<file path="config.mk">
export PLATFORM = sky130hd
export DESIGN_NAME = truth_table_sampler
export DESIGN_NICKNAME = d
export VERILOG_FILES = /design/src/rtl/truth_table_sampler_pkg.sv /design/src/rtl/truth_table_sampler_settle_timer.sv /design/src/rtl/truth_table_sampler.sv
export SDC_FILE = /design/constraint.sdc
export NUM_CORES = 1
export LEC_CHECK = 0
export ABC_AREA = 1
export BUFFER_PORTS_ARGS = -buffer_cell sky130_fd_sc_hd__buf_2
export CAP_MARGIN = 20
export CORE_ASPECT_RATIO = 1.5
export CORE_MARGIN = 10
export CORE_UTILIZATION = 35
export DETAILED_ROUTE_END_ITERATION = 8
export HOLD_SLACK_MARGIN = 0.12
export PLACE_DENSITY = 0.64
export SLEW_MARGIN = 15
export SYNTH_ARGS = -nofsm -noshare
export SYNTH_HDL_FRONTEND = slang
export SYNTH_HIERARCHICAL = 1
export SYNTH_SLANG_ARGS = --single-unit
</file>
<file path="constraint.sdc">
create_clock -name clk -period 3.2 [get_ports clk]
set_input_delay 0.32 -clock clk [delete_from_list [all_inputs] [get_ports clk]]
set_output_delay 0.32 -clock clk [all_outputs]
set_load 0.005 [all_outputs]
</file>
<file path="src/rtl/truth_table_sampler_pkg.sv">
// Shared types and limits for the truth-table sampler and its settle timer.
package tt_pkg;

  // Sweep controller states.
  typedef enum logic [1:0] {
    IDLE = 2'd0,
    RUN  = 2'd1,
    DONE = 2'd2
  } tt_state_e;

  // Largest supported DUT input count and settle hold time.
  localparam int TT_MAX_IN     = 4;
  localparam int TT_MAX_SETTLE = 15;

  // Number of truth-table entries for an n-input gate.
  function automatic int tt_width(input int n);
    return 1 << n;
  endfunction

endpackage

</file>
<file path="src/rtl/truth_table_sampler_settle_timer.sv">
// Loadable count-down timer. It sets how long each input vector is held
// before the DUT output is sampled. It stops at zero and flags it.
module tt_settle_timer
  import tt_pkg::*;
#(
  parameter int W = 4
) (
  input  logic         clk,
  input  logic         rst_n,
  input  logic         load,
  input  logic [W-1:0] load_val,
  input  logic         en,
  output logic         zero
);

  logic [W-1:0] cnt_reg;

  // Load takes priority. Otherwise count down while enabled, stopping at zero.
  always_ff @(posedge clk or negedge rst_n) begin
    if (!rst_n) begin
      cnt_reg <= '0;
    end else if (load) begin
      cnt_reg <= load_val;
    end else if (en && (cnt_reg != '0)) begin
      cnt_reg <= cnt_reg - 1'b1;
    end
  end

  assign zero = (cnt_reg == '0);

endmodule

</file>
<file path="src/rtl/truth_table_sampler.sv">
// Sweeps every input combination of a small combinational DUT. It holds each
// vector for SETTLE cycles and then samples the DUT output into a truth-table
// word. When the sweep ends, it compares that word with a reference table
// latched at start.
module truth_table_sampler
  import tt_pkg::*;
#(
  parameter int N_IN   = 3,
  parameter int SETTLE = 2
) (
  input  logic                      clk,
  input  logic                      rst_n,
  input  logic                      start,
  input  logic [(1 << N_IN)-1:0]    expected,
  output logic                      busy,
  output logic                      done,
  output logic [N_IN-1:0]           dut_in,
  input  logic                      dut_out,
  output logic [(1 << N_IN)-1:0]    table_out,
  output logic                      match
);

  localparam int                TW          = tt_width(N_IN);
  localparam logic [N_IN-1:0]   LAST_VEC    = N_IN'(TW - 1);
  localparam logic [3:0]        SETTLE_LOAD = 4'(SETTLE - 1);

  // Reject unsupported configurations while elaborating.
  if ((N_IN < 1) || (N_IN > TT_MAX_IN)) begin : g_bad_n_in
    $error("truth_table_sampler: N_IN out of range 1..%0d", TT_MAX_IN);
  end
  if ((SETTLE < 1) || (SETTLE > TT_MAX_SETTLE)) begin : g_bad_settle
    $error("truth_table_sampler: SETTLE out of range 1..%0d", TT_MAX_SETTLE);
  end

  tt_state_e          state_reg, state_next;
  logic [N_IN-1:0]    vec_reg, vec_next;
  logic [N_IN-1:0]    dut_in_reg, dut_in_next;
  logic [TW-1:0]      table_reg, table_next;
  logic [TW-1:0]      exp_reg, exp_next;
  logic               match_reg, match_next;
  logic               tmr_load, tmr_en, tmr_zero;

  tt_settle_timer #(.W(4)) u_settle (
    .clk      (clk),
    .rst_n    (rst_n),
    .load     (tmr_load),
    .load_val (SETTLE_LOAD),
    .en       (tmr_en),
    .zero     (tmr_zero)
  );

  // Register the FSM state and the sweep datapath.
  always_ff @(posedge clk or negedge rst_n) begin
    if (!rst_n) begin
      state_reg  <= IDLE;
      vec_reg    <= '0;
      dut_in_reg <= '0;
      table_reg  <= '0;
      exp_reg    <= '0;
      match_reg  <= 1'b0;
    end else begin
      state_reg  <= state_next;
      vec_reg    <= vec_next;
      dut_in_reg <= dut_in_next;
      table_reg  <= table_next;
      exp_reg    <= exp_next;
      match_reg  <= match_next;
    end
  end

  // Next-state logic: accept start, step through the vectors, and judge the table.
  always_comb begin
    state_next = state_reg;
    vec_next   = vec_reg;
    table_next = table_reg;
    exp_next   = exp_reg;
    match_next = match_reg;
    tmr_load   = 1'b0;
    tmr_en     = 1'b0;
    unique case (state_reg)
      IDLE: begin
        if (start) begin
          state_next = RUN;
          vec_next   = '0;
          table_next = '0;
          match_next = 1'b0;
          exp_next   = expected;
          tmr_load   = 1'b1;
        end
      end
      RUN: begin
        tmr_en = 1'b1;
        if (tmr_zero) begin
          table_next[vec_reg] = dut_out;
          if (vec_reg == LAST_VEC) begin
            state_next = DONE;
            // Compare against the table including the bit captured this cycle.
            match_next = (table_next == exp_reg);
          end else begin
            vec_next = vec_reg + 1'b1;
            tmr_load = 1'b1;
          end
        end
      end
      DONE: begin
        state_next = IDLE;
      end
      default: begin
        state_next = IDLE;
      end
    endcase
    // Drive the vector only while sweeping. It is parked at 0 otherwise.
    dut_in_next = (state_next == RUN) ? vec_next : '0;
  end

  assign busy      = (state_reg == RUN);
  assign done      = (state_reg == DONE);
  assign dut_in    = dut_in_reg;
  assign table_out = table_reg;
  assign match     = match_reg;

endmodule

</file>
======== Yosys cells after proc, flatten, opt, wreduce, memory -nomap -nowiden ========
Cells that the tools add are included.
storage, ports and cells
  flip-flop bits (word level) ............. 29
  input bits .............................. 12
  word-level logic and storage cells ...... 55
  output and inout bits ................... 14
cells by class
  equal/unequal tests ..................... 8
  order comparisons ....................... 2
  reduce and logical (&&, ||, !) cells .... 10
  add/sub/neg operators ................... 2
  muxes and demuxes ....................... 26
operators by type and width
  kind                                                                number
  2-to-1 mux 8 bit                                                    2
  case mux 8 bit (2 select lines)                                     1
  2-to-1 mux 3 bit                                                    4
  bitwise mux 8 bit                                                   1
  == test 8 bit                                                       1
  2-to-1 mux 1 bit                                                    8
  2-to-1 mux 4 bit                                                    2
  2-to-1 mux 2 bit                                                    3
  case mux 3 bit (2 select lines)                                     1
  == test 2 x 1 -> 1 bit (second input constant)                      2
  logical NOT 4 bit                                                   1
  less-than comparator 3 x 4 -> 1 bit (second input constant)         1
  inequality test 2 x 1 -> 1 bit (second input constant)              2
  case mux 1 bit (2 select lines)                                     2
  case mux 2 bit (2 select lines)                                     1
  AND reduction 4 bit                                                 1
  nonzero test 2 bit                                                  2
  nonzero test 4 bit                                                  1
  subtractor 4 x 1 -> 4 bit (second input constant)                   1
  adder 3 x 1 -> 3 bit (second input constant)                        1
  demux 1 bit (select 3 bit)                                          1
  == test 3 bit (second input constant)                               1
  greater-or-equal comparator 3 x 1 -> 1 bit (second input constant)  1
  AND reduction 3 bit                                                 1
  5 further kinds                                                     6

======== Longest topological paths before layout ========
  word-level depth ........................ 9
  depth in mapped cells ................... 13
  depth with buffers taken out ............ 13

======== Hierarchy ========
The synthesis kept the hierarchy.
by module, submodules not included
  module               area each (sq um)  instances  cells an instance
  truth_table_sampler  1,352.5            1          179
  tt_settle_timer      295.3              1          46

======== Least setup slack after synthesis ========
No wires, ideal clock.
  path kind ............................... flip-flop to flip-flop
  start point ............................. register u_settle.cnt_reg[0]
  end point ............................... register u_settle.cnt_reg[3]
  setup slack ............................. 1,588 ps
  arrival ................................. 1,495 ps
  stages on the path, launching flop included .. 14
  required time ........................... 3,084 ps
  period minus slack after synthesis ...... 1,612 ps
  path through ............................ dfrtp_1 inv_1 ha_1 nand2_2 inv_1 nand2_1 nor2_1 inv_1 nand2_1 inv_2 nand3b_1 nand2_1 clkinv_1 nand2_1
between the ends
  word-level cells in the longest chain between the ends .. 4
  elaborated cells between the ends (all ways) .. 9
ends and longest elaborated chain
  what                                                           line                                    source
  from (decl)                                                    truth_table_sampler_settle_timer.sv:16  logic [W-1:0] cnt_reg;
  from (signal assigned)                                         truth_table_sampler_settle_timer.sv:23  cnt_reg <= load_val;
  from (signal assigned)                                         truth_table_sampler_settle_timer.sv:25  cnt_reg <= cnt_reg - 1'b1;
  logical NOT 4 bit (*)                                          truth_table_sampler_settle_timer.sv:29  assign zero = (cnt_reg == '0);
  via tmr_zero                                                   truth_table_sampler.sv:41               logic tmr_load, tmr_en, tmr_zero;
  2-to-1 mux 1 bit (*)                                           truth_table_sampler.sv:93               if (tmr_zero) begin
  case mux 1 bit (2 select lines) (*)                            truth_table_sampler.sv:80               unique case (state_reg)
  via tmr_load                                                   truth_table_sampler.sv:41
  2-to-1 mux 4 bit / nonzero test 2 bit (equally long branches)  n/a
The timed path passes the listed nets; every way through them passes the cells marked *. The select of a mux whose other input is x is not followed.
A chain may end at the register's enable or synchronous reset.

======== Final worst setup path ========
  start point ............................. register vec_reg[0]
  end point ............................... register u_settle.cnt_reg[2]
between the ends
  word-level cells in the longest chain between the ends .. 5
  elaborated cells between the ends (all ways) .. 6
ends and longest elaborated chain
  what                                                           line                       source
  from (decl)                                                    truth_table_sampler.sv:36  logic [N_IN-1:0] vec_reg, vec_next;
  from (signal assigned)                                         truth_table_sampler.sv:63  vec_reg <= vec_next;
  == test 3 bit (*)                                              truth_table_sampler.sv:95  if (vec_reg == LAST_VEC) begin
  2-to-1 mux 1 bit (*)                                           truth_table_sampler.sv:95
  2-to-1 mux 1 bit (*)                                           truth_table_sampler.sv:93
  case mux 1 bit (2 select lines) (*)                            truth_table_sampler.sv:80
  via tmr_load                                                   truth_table_sampler.sv:41
  2-to-1 mux 4 bit / nonzero test 2 bit (equally long branches)  n/a
The timed path passes the listed nets; every way through them passes the cells marked *.

==> impl_metrics.csv <==
group,metric,value,unit
power_and_ir_drop,power-per-cell-area,969,mW/mm2
floorplan,pin_count,26,
run_status,status,"completed",
timing,post-route-period-util,0.594,
final_layout,nets,270,
timing,drv_slew,0,
synth,postSynthCellCount,225,
timing,setup_violations,0,
floorplan,start_util,0.363,
synth,ys_async_sr_fraction,1.00,
synth,synth_largest_type_area_fraction,0.440,
timing,fin_ws,1.30,ns
global_route,grt_usage,0.105,
placement,dp_hpwl,3030,um
timing,tightest_slew,0.652,ns
clock_network,cts-htree-levels,2,
final_layout,layout-drive-gt1-share,0.187,
floorplan,die_y,104,um
power_and_ir_drop,peakVddDrop,0.000333,V
global_route,antenna_found_initial,0,
timing,slew_headroom,0.566,
clock_network,postCtsSetupRepairBufs,0,
floorplan,dieArea,0.00791,mm2
floorplan,coreArea,0.00454,mm2
timing,grt_setup_unrepaired,"false",
final_layout,antenna_cells,0,
timing,min_period,1.90,ns
routing,drt_iter0_drc,118,
final_layout,fin_area,0.00192,mm2
timing,holdWs,0.238,ns
worst_setup_path,cp.required,3.38,ns
synth,synth_edf_count,0,
worst_setup_path,arrival,2.08,ns
worst_setup_path,worstSetupPathType,"flop to flop",
final_layout,n_fill_cell,494,
clock_network,numCtsBuffers,5,
floorplan,placementRows,30,
synth,synth_ff_type,"dfrtp_1",
clock_network,cts_root_buf,"clkbuf_8",
synth,syn_avg_cell_area,7.32,um2
routing,vias,1508,
timing,fmax,526,MHz
timing,hold_viol_final,0,
min_path,min_path_type,"primary input to flop",
clock_network,clkSlewWorstSetupHoldPaths,0.06,ns
clock_network,cts_buffer_depth,2,
synth,synth.distinct_cells,23,
final_layout,area_growth,16.6,%
synth,ys_top_cells_by_count,"74 x nand2_1, 31 x inv_1, 29 x dfrtp_1, 22 x nand3_1, 13 x o21ai_0",
clock_network,cts_num_sinks,29,
synth,ys_ff_latch,29,
routing,vias_per_cell,4.70,
run,cap_violations,0,
routing,drtPass1Iterations,4,
clock_network,worstSkewPairLatency,0.28,ns
placement,portBuffers,25,
final_layout,fin_util,0.423,
synth,netlist_area,0.00165,mm2
synth,synth_area_leaders,"dfrtp_1 44%, nand2_1 17%, inv_1 7.1%",
placement,dpl-instance-area,0.00183,mm2
placement,dp_slack,1.28,ns
worst_setup_path,startpoint_type,"flop",
clock_network,cts_tree,"yes",
routing,drt-total-wl,3920,um
placement,place.gp.congestion,0.855,
floorplan,die_x,76.0,um
synth,synth_warnings,6,
routing,routedWlPerCell,12.2,um
timing,setup_tns,0,ns
timing,skew,0.00499,ns
synth,synth_largest_area_cell,"dfrtp_1",
power_and_ir_drop,leakagePower,1.03,nW
global_route,grt_max_degree,30,
routing,ant_nets,0,
synth,post-synth-top-count-cell,"nand2_1",
routing,drc,0,
worst_setup_path,critPathMaxFanout,12,
global_route,grt_pass1_wl,6830,um
worst_setup_path,cp-end-kind,"flop",
global_route,grt_pass1_vias,1494,
global_route,grt.overflow.total,0,
synth,synth_seq_area_share,0.440,
-- placed cells by master, fill, tap and decap left out, types with 2 or more instances in the layout --
master,instances
o21ai_0,13
nand2_1,74
nand2_2,5
clkinv_2,2
ha_1,2
o22ai_1,7
clkbuf_8,5
o211ai_1,2
nand4_1,5
a21oi_1,3
buf_2,25
nand3b_1,2
nand3_1,22
nand2_4,2
nor2_1,9
inv_1,31
nor2_2,3
inv_2,4
o21ai_1,3
dfrtp_1,29
conb_1,4
-- cell type report --
cell class | instances | area (um2) | share of cell area
well taps | 64 | 80.1 | 0.0417
inverters | 36 | 135 | 0.0704
clock inverters | 2 | 10.0 | 0.00521
multi-input cells | 158 | 762 | 0.397
repair buffers | 26 | 135 | 0.0704
clock buffers | 6 | 72.6 | 0.0378
flip-flops and latches | 29 | 726 | 0.378
-- path summary, 6_finish.rpt --
path	start	to	slack (ns)	cells after the start
worst min-delay path	expected[1]	exp_reg[1]	0.24	3
max in group asynchronous	rst_n	exp_reg[6]	2.17	2
worst max register to register	vec_reg[0]	u_settle/cnt_reg[2]	1.30	11
worst min register to register	exp_reg[5]	exp_reg[5]	0.51	2
min in group asynchronous	rst_n	exp_reg[0]	0.60	2
worst max-delay path	vec_reg[0]	u_settle/cnt_reg[2]	1.30	11
-- report_power, final --
part	internal [mW]	switching [mW]	total (mW)	leakage, nW
Clock	0.150	0.139	0.289	0.0450
Combinational	0.330	0.581	0.911	0.620
Sequential	0.523	0.138	0.661	0.368
Total	1.00	0.859	1.86	1.03
-- stage by stage --
stage / total power [mW] / std cells
after floorplan: 1.35 / 227
after global placement: 1.58 / 312
after detailed placement: 1.59 / 312
after CTS: 1.89 / 321
after global routing: 2.08 / 321
final: 1.86 / 321
-- layer usage --
metal,routed length [um],global-route usage,up-vias
li1,-,-,777
met1,1630,0.110,685
met2,1990,0.183,37
met3,195,0.0320,9
met4,102,0.0516,0
met5,0,0,-
-- timing repair --
action | CTS | global route
endpoints found under the setup margin | 0 | 0
resized for setup | 0 | 0
hold endpoints to repair | 29 | 0
hold buffers | 1 | 0
-- cell families after synthesis --
logic type                 after synthesis  share of synthesized area
buffers and inverters                   40                      0.102
other                                    2                    0.00456
AOI/OAI and AO/OA                       28                     0.0934
and+or+nand+nor                        124                      0.345
adders and majority gates                2                     0.0152
DFF                                     29                      0.440
-- worst max-delay path: stages (launching register included) --
cell	delay, ns
dfrtp_1	0.52
ha_1	0.31
nand2_4	0.10
nand2_1	0.08
nor2_1	0.15
inv_1	0.07
nand2_1	0.23
inv_2	0.11
nand2_1	0.09
nand2_1	0.05
nand2_1	0.05
nand2_1	0.04
Note: power is estimated with default switching activity, not from simulation.
